**config.mk**
```make
export PLATFORM = sky130hd
export DESIGN_NAME = telemetry_framer
export DESIGN_NICKNAME = d
export VERILOG_FILES = /design/src/rtl/telemetry_pkg.sv /design/src/rtl/tick_gen.sv /design/src/rtl/telemetry_framer.sv
export SDC_FILE = /design/constraint.sdc
export NUM_CORES = 1
export LEC_CHECK = 0
export ABC_AREA = 1
export CAP_MARGIN = 15
export CORE_UTILIZATION = 56
export DETAILED_ROUTE_END_ITERATION = 10
export PLACE_DENSITY = 0.86
export SKIP_LAST_GASP = 1
export SLEW_MARGIN = 25
export SYNTH_ARGS = -nofsm -noshare
export SYNTH_HDL_FRONTEND = slang
export SYNTH_SLANG_ARGS = --single-unit
```
**constraint.sdc**
```tcl
create_clock -name clk -period 20.7 [get_ports clk]
set_input_delay 4.14 -clock clk [delete_from_list [all_inputs] [get_ports clk]]
set_output_delay 4.14 -clock clk [all_outputs]
set_load 0.1 [all_outputs]
```
**src/rtl/telemetry_pkg.sv**
```systemverilog
// Shared constants and state encoding for the telemetry framer.
// Holds the sync bytes, the command codes and the frame FSM states.
package telemetry_pkg;

    localparam logic [7:0] SYNC0        = 8'hAA;
    localparam logic [7:0] SYNC1        = 8'h55;
    localparam logic [7:0] CMD_READ     = 8'h52;
    localparam logic [7:0] CMD_AUTO_ON  = 8'h41;
    localparam logic [7:0] CMD_AUTO_OFF = 8'h53;

    typedef enum logic [2:0] {
        IDLE,
        SNAP,
        SEND,
        WAIT_ACK,
        DONE
    } state_t;

    function automatic logic [7:0] sat_inc8(input logic [7:0] v);
        return (v == 8'hFF) ? v : v + 8'd1;
    endfunction

endpackage

```
**src/rtl/tick_gen.sv**
```systemverilog
// Free-running period counter; tick is high in the cycle the count wraps.
module tick_gen #(
    parameter int PERIOD = 5000000
) (
    input  logic clk,
    input  logic rst,
    output logic tick
);
    localparam int CNT_W = (PERIOD > 1) ? $clog2(PERIOD) : 1;
    localparam logic [CNT_W-1:0] LAST = CNT_W'(PERIOD - 1);

    logic [CNT_W-1:0] cnt_reg;

    always_ff @(posedge clk) begin
        if (rst) begin
            cnt_reg <= '0;
        end else if (cnt_reg == LAST) begin
            cnt_reg <= '0;
        end else begin
            cnt_reg <= cnt_reg + CNT_W'(1);
        end
    end

    assign tick = (cnt_reg == LAST);
endmodule

```
**src/rtl/telemetry_framer.sv**
```systemverilog
// Snapshots the channel words and streams them as a checksummed frame,
// triggered by a periodic tick (auto mode) or an 'R' command byte.
module telemetry_framer
    import telemetry_pkg::*;
#(
    parameter int NUM_CH        = 8,
    parameter int WORD_BYTES    = 2,
    parameter int PERIOD        = 5000000,
    parameter bit AUTO_AT_RESET = 1'b1
) (
    input  logic                         clk,
    input  logic                         rst,
    input  logic [NUM_CH*WORD_BYTES*8-1:0] ch_data,
    input  logic [7:0]                   rx_data,
    input  logic                         rx_new,
    output logic [7:0]                   tx_data,
    output logic                         tx_new,
    input  logic                         tx_busy,
    input  logic                         tx_block,
    output logic                         frame_active,
    output logic                         auto_en,
    output logic [7:0]                   seq,
    output logic [7:0]                   overrun
);
    localparam int PAY_BYTES = NUM_CH * WORD_BYTES;
    localparam int LAST_IDX  = PAY_BYTES + 4;
    localparam int IDX_W     = $clog2(LAST_IDX + 1);
    localparam int SLOTS     = 1 << IDX_W;
    localparam logic [IDX_W-1:0] LAST_IDX_V = IDX_W'(LAST_IDX);

    state_t                 state_reg, state_next;
    logic [IDX_W-1:0]       idx_reg, idx_next, pay_idx;
    logic [7:0]             csum_reg, csum_next;
    logic [7:0]             seq_reg, seq_next;
    logic [7:0]             overrun_reg, overrun_next;
    logic                   pending_reg, pending_next;
    logic                   auto_en_reg, ack_first_reg;
    logic [PAY_BYTES*8-1:0] snap_reg;
    logic [7:0]             pay_bytes [SLOTS];
    logic [7:0]             cur_byte;
    logic                   tick, cmd_read, trigger, strobe;

    tick_gen #(.PERIOD(PERIOD)) u_tick (
        .clk  (clk),
        .rst  (rst),
        .tick (tick)
    );

    assign cmd_read = rx_new && (rx_data == CMD_READ);
    assign trigger  = (tick && auto_en_reg) || cmd_read;
    assign seq_next = seq_reg + 8'd1;

    // Payload byte k: channel k/WORD_BYTES, most significant byte first.
    for (genvar gi = 0; gi < SLOTS; gi++) begin : g_pay
        if (gi < PAY_BYTES) begin : g_used
            assign pay_bytes[gi] = snap_reg[(gi / WORD_BYTES) * WORD_BYTES * 8
                                            + (WORD_BYTES - 1 - (gi % WORD_BYTES)) * 8 +: 8];
        end else begin : g_pad
            assign pay_bytes[gi] = 8'h00;
        end
    end

    assign pay_idx = idx_reg - IDX_W'(4);

    always_comb begin
        case (idx_reg)
            IDX_W'(0):  cur_byte = SYNC0;
            IDX_W'(1):  cur_byte = SYNC1;
            IDX_W'(2):  cur_byte = seq_next;
            IDX_W'(3):  cur_byte = 8'(NUM_CH);
            LAST_IDX_V: cur_byte = csum_reg;
            default:    cur_byte = pay_bytes[pay_idx];
        endcase
    end

    // rst gates the strobe so an aborted frame never emits a byte in the reset cycle.
    assign strobe = (state_reg == SEND) && !tx_busy && !tx_block && !rst;

    always_comb begin
        state_next   = state_reg;
        idx_next     = idx_reg;
        csum_next    = csum_reg;
        pending_next = pending_reg;
        overrun_next = overrun_reg;

        case (state_reg)
            IDLE:     if (pending_reg || trigger) state_next = SNAP;
            SNAP: begin
                state_next = SEND;
                idx_next   = '0;
                csum_next  = '0;
            end
            SEND: if (strobe) begin
                state_next = WAIT_ACK;
                if (idx_reg >= IDX_W'(2) && idx_reg != LAST_IDX_V) begin
                    csum_next = csum_reg + cur_byte;
                end
            end
            WAIT_ACK: if (!ack_first_reg && !tx_busy) begin
                if (idx_reg == LAST_IDX_V) begin
                    state_next = DONE;
                end else begin
                    idx_next   = idx_reg + IDX_W'(1);
                    state_next = SEND;
                end
            end
            DONE:     state_next = IDLE;
            default:  state_next = IDLE;
        endcase

        // In IDLE a trigger starts the frame directly; the queued one is consumed.
        if (state_reg == IDLE) begin
            pending_next = pending_reg && trigger;
        end else if (trigger) begin
            if (pending_reg) overrun_next = sat_inc8(overrun_reg);
            else             pending_next = 1'b1;
        end
    end

    always_ff @(posedge clk) begin
        if (rst) begin
            state_reg     <= IDLE;
            idx_reg       <= '0;
            csum_reg      <= '0;
            seq_reg       <= 8'hFF;
            overrun_reg   <= '0;
            pending_reg   <= 1'b0;
            auto_en_reg   <= AUTO_AT_RESET;
            ack_first_reg <= 1'b0;
        end else begin
            state_reg     <= state_next;
            idx_reg       <= idx_next;
            csum_reg      <= csum_next;
            overrun_reg   <= overrun_next;
            pending_reg   <= pending_next;
            ack_first_reg <= strobe;
            if (state_reg == DONE) seq_reg <= seq_next;
            if (rx_new && rx_data == CMD_AUTO_ON)       auto_en_reg <= 1'b1;
            else if (rx_new && rx_data == CMD_AUTO_OFF) auto_en_reg <= 1'b0;
        end
    end

    always_ff @(posedge clk) begin
        if (state_reg == SNAP) snap_reg <= ch_data;
    end

    assign tx_new       = strobe;
    assign tx_data      = (state_reg == SEND) ? cur_byte : 8'h00;
    assign frame_active = (state_reg == SNAP) || (state_reg == SEND) || (state_reg == WAIT_ACK);
    assign auto_en      = auto_en_reg;
    assign seq          = seq_reg;
    assign overrun      = overrun_reg;
endmodule

```
==> qor.yml <==
power_and_ir_drop:
  power_density_nw_per_um2: 83.36
  p_seq_share_pct: 47.1
  p_leak_nw: 3.976
  p_sw_share_pct: 28.44
  design_power_total_w: 0.0009168
  power.internal_w: 0.0006561
  pwr-share-comb_pct: 17.0
  power_frac_clock_pct: 35.9
  netSwitchingPower_w: 0.0002607
  vdd_drop_max_v: 0.00005916
floorplan:
  core_um2: 14750
  die_w_um: 125.8
  die_y_um: 125.8
  num_rows: 44
  initial_core_util_pct: 58.14
  die_area_um2: 15820
  io_pins: 168
placed_design:
  routabilityCongestion: 0.9235
  dp_hpwl_um: 13860
  portBuffers: 167
cts:
  holdBufCountCts: 0
  cts.htree.levels: 4
  cts.sinks: 186
  cts-resized-gates: 0
  cts_root_buf: "clkbuf_16"
  clockBufferDepth: 2
  worstSkewPairLatency_ns: 0.44
  tritoncts: "done"
  clk_pin_slew_ns: 0.07
  cts_setup_buffers: 0
  numCtsBuffers: 17
sta:
  max_freq_ghz: 0.09579
  maxSlewHeadroom_pct: 31.16
  fin_worst_skew_ns: 0.009428
  hold_viol_final: 0
  finalSetupTns_ns: 0
  rsz0062_at_grt: "no"
  post-route-min-period_ns: 10.44
  setup_viol: 0
  finalMaxSlewViolations: 0
  final.period_utilization_pct: 50.43
  worstMarginPinSlew_ns: 1.029
setup_path:
  endpoint: "tx_new"
  r2r_setup_slack_ns: 16.27
  cp_top_family: "buffers and inverters"
  worst_r2r_startpoint: "idx_reg[2]"
  reg2regPathDepth: 19
  critPathMaxStageDelay_ns: 1.18
  r2r-end: "csum_reg[6]"
  slowest_stage: "clkdlybuf4s50_1"
  cp.depth: 4
  crit_type: "input port to output pin"
  cp.required_ns: 16.56
  crit_chain: "clkdlybuf4s50_1, buf_4, nor4_4, clkdlybuf4s50_1"
  end_kind: "output pin"
  arrival_ns: 6.30
  crit_buf_inv: 3
  path_common_cell: "clkdlybuf4s50_1"
  start_kind: "input port"
  cp-startpoint: "rst"
  crit_fanout: 26
global_routing:
  grt_pass1_wl_um: 32160
  grt_overflow: 0
  grt_antenna_before_repair: 0
  grtUsageTotal_pct: 26.45
  grt_pass1_vias: 6604
  grt_start_max_net_pins: 95
layout:
  fin_nets: 1178
  largest_reg_flops: 128
  multi_input_area_um2: 3132
  drive_above_1_share_pct: 9.117
  seq_area_um2: 5006
  antenna_cells: 0
  syn_to_final_growth_pct: 28.21
  fillers: 982
route:
  drtIter0Drc: 596
  via_per_inst: 5.767
  routed_wirelength_um: 20590
  drc: 0
  first_pass_iters: 6
  vias: 7007
  wire_per_inst_um: 16.95
  ant_nets: 0
logic_synthesis:
  synth_flop_cell: "edfxtp_1"
  yosys-top-cells-count: "128 x edfxtp_1, 118 x nand2_1, 102 x nor2_1, 64 x o21ai_0, 61 x inv_1"
  ys_seq_area_share_pct: 58.34
  synth_top_area_share_pct: 44.81
  netlist_area_um2: 8578
  synth_area_leaders: "edfxtp_1 45%, dfxtp_1 14%, nand2_1 5.2%"
  yosysWarningCount: 0
  synthesis.nets: 1016
  yosysMostFrequentCell: "edfxtp_1"
  synth_top_area_cell: "edfxtp_1"
  syn_inst: 856
  synth-edff-count: 128
  syn_avg_cell_area_um2: 10.02
  ys_seq_elements: 186
  postSynth.asyncResetShare_pct: 0
  synth.distinct_cells: 51
worst_hold_path:
  hold_path.class: "flip-flop to flip-flop"
run:
  maxCapViolations: 0
status:
  status: "finished clean"
[worst min-delay path by stage]
stage / from / endpoint / slack, ns / cells past startpoint
after global placement: u_tick.cnt_reg[0] / u_tick.cnt_reg[0] / 0.44 / 1
after detailed placement: u_tick.cnt_reg[0] / u_tick.cnt_reg[0] / 0.46 / 1
after floorplan: u_tick.cnt_reg[0] / u_tick.cnt_reg[0] / 0.43 / 1
after global routing: u_tick.cnt_reg[22] / u_tick.cnt_reg[22] / 0.50 / 2
after CTS: u_tick.cnt_reg[22] / u_tick.cnt_reg[22] / 0.48 / 2
final: u_tick.cnt_reg[22] / u_tick.cnt_reg[22] / 0.47 / 2
[through the flow]
stage,utilization (%),hold slack (ns),instances,instance area (um2),setup slack [ns]
after floorplan,-,0.4288,856,8578,11.08
after global placement,70.29,0.4445,1182,10370,10.29
after detailed placement,70.29,0.4597,1182,10370,10.27
after CTS,74.33,0.4752,1214,10970,10.26
after global routing,74.54,0.4964,1215,11000,10.22
final,74.54,0.4725,1215,11000,10.26
[area by class of cell]
| cell class | instances | share of cell area [%] |
|---|---|---|
| repair buffers | 174 | 15.89 |
| inverters | 76 | 2.605 |
| clock inverters | 15 | 1.547 |
| flip-flops and latches | 186 | 45.52 |
| clock buffers | 17 | 3.868 |
| multi-input cells | 563 | 28.48 |
| well taps | 184 | 2.093 |
[routing by layer]
layer / track usage, % / vias to the layer above / routed length (um)
met1: 32.39 / 3304 / 8166
met2: 46.18 / 332 / 10470
li1: - / 3328 / -
met3: 5.438 / 43 / 1474
met4: 9.993 / 0 / 478
met5: 0 / - / 0
[power groups by stage]
stage / combinational (W) / sequential [W] / clock, W
final: 0.000156 / 0.000432 / 0.000329
after global routing: 0.000169 / 0.000434 / 0.000347
after CTS: 0.000154 / 0.000432 / 0.000331
after detailed placement: 0.000152 / 0.000441 / 0
after global placement: 0.000148 / 0.000439 / 0
after floorplan: 0.0000969 / 0.000444 / 0
[worst register-to-register path, cell delays in order (launching register included)]
cell      delay, ns
dfxtp_1        0.31
buf_4          0.27
clkinv_1       0.66
ha_1           0.72
inv_1          0.27
o211ai_1       0.13
nand2_1        0.08
nand2_1        0.05
a21oi_1        0.18
ha_1           0.22
inv_1          0.06
fa_1           0.39
nor2_1         0.16
a211oi_1       0.09
or2_2          0.31
nand2_1        0.06
nand2_1        0.06
nand3b_1       0.09
nand3_1        0.10
a21oi_1        0.15
[cells by family (layout without fill, tap and decap cells)]
logic type / Yosys count / in the layout / share of synthesized area, %
DFF: 186 / 186 / 58.34
and+or+nand+nor: 357 / 357 / 20.39
xor gates and xnor gates: 18 / 18 / 1.838
adders and majority gates: 19 / 19 / 2.859
buffers and inverters: 107 / 282 / 5.236
AOI/OAI and AO/OA: 169 / 169 / 11.33
[placed cells by master, fill, tap and decap left out, types with 5 or more instances in the layout]
master	instances
ha_1	18
a21oi_1	43
nand3_2	8
inv_2	12
o211ai_1	5
nand2_2	6
nor2_4	7
buf_4	5
inv_8	7
nor2_2	5
clkdlybuf4s50_1	167
o221ai_1	16
o21ai_0	64
o22ai_1	13
nand4_1	14
nand3_1	56
clkbuf_16	17
a211oi_1	5
nor2_1	101
edfxtp_1	128
xor2_1	9
o21ai_1	16
dfxtp_1	57
nor3b_1	5
nor3_1	12
inv_1	61
xnor2_1	9
nand2_1	118
(Power assumes the default switching activity.)
